`config.mk`:
```
export PLATFORM = sky130hd
export DESIGN_NAME = conv_window_buffer_flat
export DESIGN_NICKNAME = d
export VERILOG_FILES = /design/src/rtl/conv_window_buffer_if.sv /design/src/rtl/conv_window_buffer.sv /design/src/flat_wrapper.sv
export SDC_FILE = /design/constraint.sdc
export NUM_CORES = 2
export LEC_CHECK = 0
export CORE_MARGIN = 10
export CORE_UTILIZATION = 35
export CTS_BUF_LIST = sky130_fd_sc_hd__clkbuf_16
export CTS_CLUSTER_SIZE = 40
export DETAILED_ROUTE_END_ITERATION = 10
export SYNTH_ARGS = -nofsm -noshare
export SYNTH_HDL_FRONTEND = slang
export SYNTH_SLANG_ARGS = --single-unit
```
`constraint.sdc`:
```
create_clock -name clk -period 15.6 [get_ports clk]
set_input_delay 3.12 -clock clk [delete_from_list [all_inputs] [get_ports clk]]
set_output_delay 3.12 -clock clk [all_outputs]
set_load 0.005 [all_outputs]
```
`src/rtl/conv_window_buffer_if.sv`:
```
// Pixel-in / window-out handshake bundle for the sliding-window generator.
// Widths are derived from the same parameters as the design instance.
interface conv_window_buffer_if #(
    parameter int BITWIDTH     = 8,
    parameter int DATACHANNEL  = 3,
    parameter int FILTERHEIGHT = 5,
    parameter int FILTERWIDTH  = 5
);
    localparam int PW = BITWIDTH * DATACHANNEL;
    localparam int WW = PW * FILTERHEIGHT * FILTERWIDTH;

    logic          in_valid;
    logic          in_ready;
    logic [PW-1:0] pixel;
    logic          out_valid;
    logic          out_ready;
    logic [WW-1:0] window;
    logic          out_last;

    modport master (
        output in_valid,
        output pixel,
        output out_ready,
        input  in_ready,
        input  out_valid,
        input  window,
        input  out_last
    );

    modport slave (
        input  in_valid,
        input  pixel,
        input  out_ready,
        output in_ready,
        output out_valid,
        output window,
        output out_last
    );
endinterface

```
`src/rtl/conv_window_buffer.sv`:
```
// Streaming stride-1 sliding-window generator: line buffers plus a tap array,
// emitting one flattened FILTERHEIGHT x FILTERWIDTH x DATACHANNEL window per position.
module conv_window_buffer #(
    parameter int BITWIDTH     = 8,
    parameter int DATACHANNEL  = 3,
    parameter int FILTERHEIGHT = 5,
    parameter int FILTERWIDTH  = 5,
    parameter int DATAWIDTH    = 28,
    parameter int DATAHEIGHT   = 28
) (
    input  logic clk,
    input  logic rst,
    conv_window_buffer_if.slave bus
);
    localparam int PW = BITWIDTH * DATACHANNEL;
    localparam int WW = PW * FILTERHEIGHT * FILTERWIDTH;
    localparam int NL = FILTERHEIGHT - 1;
    localparam int CW = (DATAWIDTH > 1) ? $clog2(DATAWIDTH) : 1;
    localparam int RW = (DATAHEIGHT > 1) ? $clog2(DATAHEIGHT) : 1;

    logic [PW-1:0] lines     [NL][DATAWIDTH];
    logic [PW-1:0] taps      [FILTERHEIGHT][FILTERWIDTH];
    logic [PW-1:0] taps_next [FILTERHEIGHT][FILTERWIDTH];
    logic [PW-1:0] column    [FILTERHEIGHT];

    logic [CW-1:0] col;
    logic [RW-1:0] row;
    logic          col_end;
    logic          row_end;
    logic          complete;
    logic          accept;
    logic          ready;

    logic          valid_q;
    logic          last_q;
    logic [WW-1:0] window_q;
    logic [WW-1:0] window_next;

    assign ready    = !rst && (!valid_q || bus.out_ready);
    assign accept   = bus.in_valid && ready;
    assign col_end  = (col == CW'(DATAWIDTH - 1));
    assign row_end  = (row == RW'(DATAHEIGHT - 1));
    assign complete = (row >= RW'(FILTERHEIGHT - 1)) &&
                      (col >= CW'(FILTERWIDTH - 1));

    assign bus.in_ready  = ready;
    assign bus.out_valid = valid_q;
    assign bus.out_last  = last_q;
    assign bus.window    = window_q;

    // Incoming rightmost column: buffered lines oldest-first, then the live pixel.
    always_comb begin
        for (int r = 0; r < FILTERHEIGHT; r++) begin
            column[r] = '0;
        end
        for (int r = 0; r < NL; r++) begin
            column[r] = lines[r][col];
        end
        column[NL] = bus.pixel;
    end

    always_comb begin
        for (int r = 0; r < FILTERHEIGHT; r++) begin
            for (int c = 0; c < FILTERWIDTH - 1; c++) begin
                taps_next[r][c] = taps[r][c+1];
            end
            taps_next[r][FILTERWIDTH-1] = column[r];
        end
    end

    always_comb begin
        window_next = '0;
        for (int r = 0; r < FILTERHEIGHT; r++) begin
            for (int c = 0; c < FILTERWIDTH; c++) begin
                window_next[(r*FILTERWIDTH + c)*PW +: PW] = taps_next[r][c];
            end
        end
    end

    // Pixel storage carries no reset; counters guarantee stale data is never used.
    always_ff @(posedge clk) begin
        if (accept) begin
            for (int r = 0; r < NL - 1; r++) begin
                lines[r][col] <= lines[r+1][col];
            end
            lines[NL-1][col] <= bus.pixel;
            taps <= taps_next;
        end
    end

    always_ff @(posedge clk) begin
        if (rst) begin
            col <= '0;
            row <= '0;
        end else if (accept) begin
            if (col_end) begin
                col <= '0;
                row <= row_end ? '0 : row + 1'b1;
            end else begin
                col <= col + 1'b1;
            end
        end
    end

    always_ff @(posedge clk) begin
        if (rst) begin
            valid_q  <= 1'b0;
            last_q   <= 1'b0;
            window_q <= '0;
        end else if (accept && complete) begin
            valid_q  <= 1'b1;
            last_q   <= row_end && col_end;
            window_q <= window_next;
        end else if (bus.out_ready) begin
            valid_q  <= 1'b0;
        end
    end
endmodule

```
`src/flat_wrapper.sv`:
```
// flat-port wrapper written by rule: the top's interface ports become plain ports
module conv_window_buffer_flat 
#(
    parameter int BITWIDTH     = 8,
    parameter int DATACHANNEL  = 3,
    parameter int FILTERHEIGHT = 5,
    parameter int FILTERWIDTH  = 5,
    parameter int DATAWIDTH    = 28,
    parameter int DATAHEIGHT   = 28
)
  (clk, rst, bus_in_valid, bus_pixel, bus_out_ready, bus_in_ready, bus_out_valid, bus_window, bus_out_last);
  conv_window_buffer_if #(.BITWIDTH(BITWIDTH), .DATACHANNEL(DATACHANNEL), .FILTERHEIGHT(FILTERHEIGHT), .FILTERWIDTH(FILTERWIDTH)) bus_i ();
  input  logic clk;
  input  logic rst;
  input wire logic [$bits(bus_i.in_valid)-1:0] bus_in_valid;
  input wire logic [$bits(bus_i.pixel)-1:0] bus_pixel;
  input wire logic [$bits(bus_i.out_ready)-1:0] bus_out_ready;
  output wire logic [$bits(bus_i.in_ready)-1:0] bus_in_ready;
  output wire logic [$bits(bus_i.out_valid)-1:0] bus_out_valid;
  output wire logic [$bits(bus_i.window)-1:0] bus_window;
  output wire logic [$bits(bus_i.out_last)-1:0] bus_out_last;
  assign bus_i.in_valid = bus_in_valid;
  assign bus_i.pixel = bus_pixel;
  assign bus_i.out_ready = bus_out_ready;
  assign bus_in_ready = bus_i.in_ready;
  assign bus_out_valid = bus_i.out_valid;
  assign bus_window = bus_i.window;
  assign bus_out_last = bus_i.out_last;
  conv_window_buffer #(.BITWIDTH(BITWIDTH), .DATACHANNEL(DATACHANNEL), .FILTERHEIGHT(FILTERHEIGHT), .FILTERWIDTH(FILTERWIDTH), .DATAWIDTH(DATAWIDTH), .DATAHEIGHT(DATAHEIGHT)) u_core (.clk(clk), .rst(rst), .bus(bus_i));
endmodule
```
## Word-level counts from Yosys, hierarchy flattened

Memory sizes are Yosys's and may differ from the RTL's.
Index checks and enable logic that the tools add are counted.

| cells by class | value |
|---|---|
| magnitude comparators | 4 |
| add/subtract/negate cells | 2 |
| muxes and demuxes | 20 |
| reduce and logical (&&, ||, !) cells | 11 |
| equal/unequal tests | 2 |
| bitwise operators | 1 |

Operators with widths:

| kind | count |
|---|---|
| two-way mux 672 bit | 1 |
| binary-select mux 24 bit (select 5 bit) | 4 |
| two-way mux 24 bit | 9 |
| demux 24 bit (select 5 bit) | 1 |
| adder 5 x 1 -> 5 bit (second input constant) | 2 |
| equality test 5 bit (second input constant) | 2 |
| >= comparator 5 x 3 -> 1 bit (second input constant) | 2 |
| two-way mux 5 bit | 2 |
| >= comparator 6 bit (second input constant) | 1 |
| logical AND 1 bit | 6 |
| less-than comparator 6 x 1 -> 1 bit (second input constant) | 1 |
| inverter 5 -> 6 bit | 1 |
| two-way mux 1 bit | 3 |
| logical NOT 1 bit | 2 |
| AND reduction 2 bit | 1 |
| nonzero test 2 bit | 1 |
| logical OR 1 bit | 1 |

| storage, ports and cells | value |
|---|---|
| bits in registers | 1092 |
| memories | 1 |
| RAM bits | 2688 |
| output and inout port bits | 603 |

Memory list:

| name | depth | bits a word | rd ports | clocked after memory_dff | wr ports | line | text |
|---|---|---|---|---|---|---|---|
| u_core.lines | 4 | 672 | 4 | 0 | 4 | conv_window_buffer.sv:21 | `logic [PW-1:0] lines [NL][DATAWIDTH];` |

## Longest topological paths before layout

| depth | value |
|---|---|
| depth after elaboration | 6 |
| mapped depth | 10 |

## Worst setup path before layout

Ideal clock, no wire load.

| timing path | value |
|---|---|
| kind | input -> register |
| from | input port rst |
| to | memory u_core.lines[0][216] in the netlist's numbering (enable) |
| setup time | 0.550 ns |
| required time | 15.050 ns |
| arrival time | 14.371 ns |
| stages | 6 |
| setup slack | 0.679 ns |
| path through | buf_2 -> inv_2 -> and3_1 -> buf_2 -> nand2_1 -> nor2_1 |

RTL lines:

| what | line | text |
|---|---|---|
| start: declaration | flat_wrapper.sv:14 | `input logic rst;` |
| end: declaration | conv_window_buffer.sv:21 |  |

==> out/metrics.csv <==
stage,metric,value,unit
floorplanning,Die Area,418700,um2
layout,most frequent cells in the layout,"edfxtp_1 (3168), nand2_1 (1038), clkdlybuf4s50_1 (627)",
timing,fin. max-slew vios,0,
power,switch share,21.76,%
power,Sw Pwr,4.614,mW
global_route,met3 GRT Util,3.280,%
timing,total negative slack,0,ns
clock_network,TritonCTS Sinks,3780,
power,clock share of power,42.1,%
route,DR pass1 iterations,5,
power,VDD IR max,102.1,uV
floorplanning,die width,647.1,um
critical_path,CP dominant cell by count,buf_4,
route,via count,75280,
layout,share of cells above drive strength 1,15.01,%
power,Reg power frac,53.0,%
global_route,antenna violations before repair,31,
synth,post-synthesis cell type count,70,
timing,Fmax,120.9,MHz
clock_network,CTS root buffer,clkbuf_16,
critical_path,crit path launch type,input pin,
timing,post-route worst setup slack,7.327,ns
critical_path,CP max-delay cell,nor2_4,
synth,post-synthesis sequential area ratio,78.03,%
synth,Synth Net Count,7697,
global_route,met1 track demand over resource,24.55,%
global_route,all-layer global routing usage,18.65,%
synth,number of synthesized flops with an enable pin,3168,
clock_network,Clock Pin Slew Worst Setup and Hold Paths,0.06,ns
route,DRT Wirelength,407.3,mm
critical_path,Worst EP arrival,8.73,ns
floorplanning,Starting Density,35.11,%
route,Wirelength per Cell,29.15,um
synth,Yosys warnings,0,
place,Buffers on Ports,630,
layout,"commonest non-fill, non-tap cell in the layout",edfxtp_1,
floorplanning,area of the core,392000,um2
global_route,vias in the first global route,73990,
synth,number of synthesized register bits,3780,
synth,synthesized area per cell,17.96,um2
power,Power per Cell Area,130.6,nW/um2
synth,Cells after Synth,7663,
global_route,Congestion Overflow GR,0,
clock_network,CTS Buf Count,369,
clock_network,maximum clock insertion buffer count,4,
critical_path,WS Path Type,in2reg,
critical_path,CP Max Fanout,57,
global_route,GR peak layer,met2,
timing,Worst-Margin Slew,1.463,ns
clock_network,H-tree levels,5,
route,vias per cell,5.389,
power,Pleak,49.56,nW
timing,Slew headroom,2.182,%
floorplanning,Top Ports,631,
route,First DRT Iteration DRCs,9339,
layout,Filler Cell Count,34650,
timing,final hold vios,0,
power,power share of the combinational group,4.8,%
route,post-route ant nets,0,
layout,Layout Nets,8450,
timing,RSZ-0062 raised after global routing,no,
clock_network,hold buffers post-CTS,0,
place,Setup Slack @ Placement,6.371,ns
route,Post-route DRC,0,
clock_network,buffers inserted by post-CTS timing repair,0,
timing,"Min Clock Period, post-route",8.273,ns
clock_network,# resized after CTS,0,
run,maxcap violations,0,
timing,Worst Clk Skew,0.1125,ns
critical_path,worst-path cell chain,"clkdlybuf4s50_1, nand2b_1, and3_4, buf_4, nand2_1, nor2_4, buf_4, buf_4",
power,Pint,16.59,mW
clock_network,worst skew pair latency,0.95,ns
critical_path,Crit. End Element,register,
global_route,pin count of the biggest net entering global routing,226,
floorplanning,# rows,230,
critical_path,FF-to-FF setup slack,9.16,ns
global_route,met2 usage,31.61,%
place,hpwl dp,238.3,mm
critical_path,max incr delay on CP,1.05,ns
place,GP Congestion,0.8011,
layout,Syn-to-layout area delta,17.95,%
synth,Post-synth ARST share,0,%
timing,Final setup viols,0,
min_path,Hold Crit Class,reg2reg,
clock_network,CTS tree,done,
timing,Tcrit/Tclk final,53.03,%
synth,synthesized area,137600,um2
floorplanning,die height,647.1,um
synth,Synth Flop Type,edfxtp_1,
global_route,first-pass GRT wire length,567.6,mm
critical_path,data required time of the critical path,16.06,ns
status,outcome,"complete, no violations",
## registers in the layout, indices dropped and copies added, names as in the netlist
register / cells
u_core.bus.out_valid: 1
u_core.bus.out_last: 1
u_core.lines: 2688
u_core.taps: 480
u_core.bus.window: 600
u_core.row: 5
u_core.col: 5
## power by group through the flow
stage	Clock (mW)	Sequential (mW)	Combinational, mW
5_1_grt	9.47	11.2	1.08
4_1_cts	9.07	11.2	1.03
3_5_place_dp	0	11.5	1.03
2_1_floorplan	0	11.4	0.585
6_report	8.94	11.2	1.03
3_3_place_gp	0	11.5	1.01
## worst paths after layout
| path | start | end | cells after the start |
|---|---|---|---|
| max | bus_out_ready | u_core.lines[3][658] | 8 |
| min | u_core.taps[172] | u_core.taps[196] | 0 |
| max reg2reg | u_core.col[0] | u_core.lines[0][580] | 7 |
| min reg2reg | u_core.taps[172] | u_core.taps[196] | 0 |
## per-stage QoR
stage | area, um2 | power [mW] | util [%] | instances | hold WS (ns)
floorplan | 137600 | 12.03 | - | 7663 | 0.4262
finish | 162300 | 21.20 | 41.42 | 13970 | 0.4093
global route | 162300 | 21.79 | 41.41 | 13960 | 0.4206
detailed placement | 150100 | 12.49 | 38.31 | 13260 | 0.4313
global placement | 150100 | 12.46 | 38.31 | 13260 | 0.4292
CTS | 162300 | 21.34 | 41.40 | 13960 | 0.4080
## critical path, delay by kind of cell
family,cells,cell delay (ns)
buffers and inverters,4,2.80
AND/OR/NAND/NOR,4,2.71
## synthesized netlist by cell type, types with 4 or more instances
| cell | number | area (um2) |
|---|---|---|
| nand4_1 | 5 | 31.28 |
| nor2b_1 | 6 | 37.54 |
| buf_4 | 61 | 457.9 |
| nand3_1 | 110 | 550.5 |
| nand2_1 | 1038 | 3896 |
| xnor2_1 | 4 | 35.03 |
| o22ai_1 | 191 | 1195 |
| and2_1 | 9 | 56.30 |
| mux4_2 | 425 | 9572 |
| dfxtp_1 | 612 | 12250 |
| edfxtp_1 | 3168 | 95130 |
| inv_1 | 4 | 15.01 |
| nand4bb_1 | 6 | 67.56 |
| ha_1 | 6 | 75.07 |
| or2_0 | 7 | 43.79 |
| a221oi_1 | 6 | 52.55 |
| o21ai_0 | 92 | 460.4 |
| buf_2 | 239 | 1196 |
| a22o_1 | 4 | 35.03 |
| nor2_1 | 47 | 176.4 |
| o31ai_1 | 4 | 30.03 |
| clkbuf_1 | 116 | 435.4 |
| buf_6 | 35 | 394.1 |
| o21ai_1 | 6 | 30.03 |
| a22oi_1 | 177 | 1329 |
| a211oi_2 | 48 | 600.6 |
| o21ba_1 | 9 | 90.09 |
| a41oi_1 | 78 | 683.2 |
| a41o_1 | 5 | 50.05 |
| o221ai_1 | 4 | 35.03 |
| a211o_1 | 5 | 43.79 |
| mux2i_1 | 493 | 4935 |
| a21o_1 | 5 | 37.54 |
| mux2_2 | 15 | 168.9 |
| buf_1 | 6 | 22.52 |
| nor3_1 | 6 | 30.03 |
| a211oi_1 | 31 | 232.7 |
| a21oi_1 | 514 | 2572 |
| nand2b_1 | 5 | 31.28 |
| and3_1 | 13 | 81.33 |
| nor4_1 | 6 | 37.54 |
## routing by layer
layer | routed length (um) | up-vias
met5 | 12 | -
met4 | 12950 | 2
met3 | 34490 | 597
met2 | 200600 | 3467
met1 | 159200 | 39550
li1 | - | 31660
## cell families after synthesis
group                    synth area share (%)
AO/OA/AOI/OAI                           5.503
XOR/XNOR                              0.03182
adder cells (fa/ha/maj)               0.05455
buffers and inverters                   1.845
flip-flops                              78.03
multiplexers                            10.72
AND/OR/NAND/NOR                         3.818
## layout make-up
class	count	area [um2]	area share, %
Multi-Input combinational cell	3418	28120	17.32
Clock inverter	312	2654	1.635
Inverter	6	25.02	0.01542
Antenna cell	14	35.03	0.02158
Clock buffer	379	9484	5.842
Tap cell	5220	6531	4.023
Sequential cell	3780	107400	66.16
Timing Repair Buffer	841	8093	4.985
(Power assumes the default switching activity.)
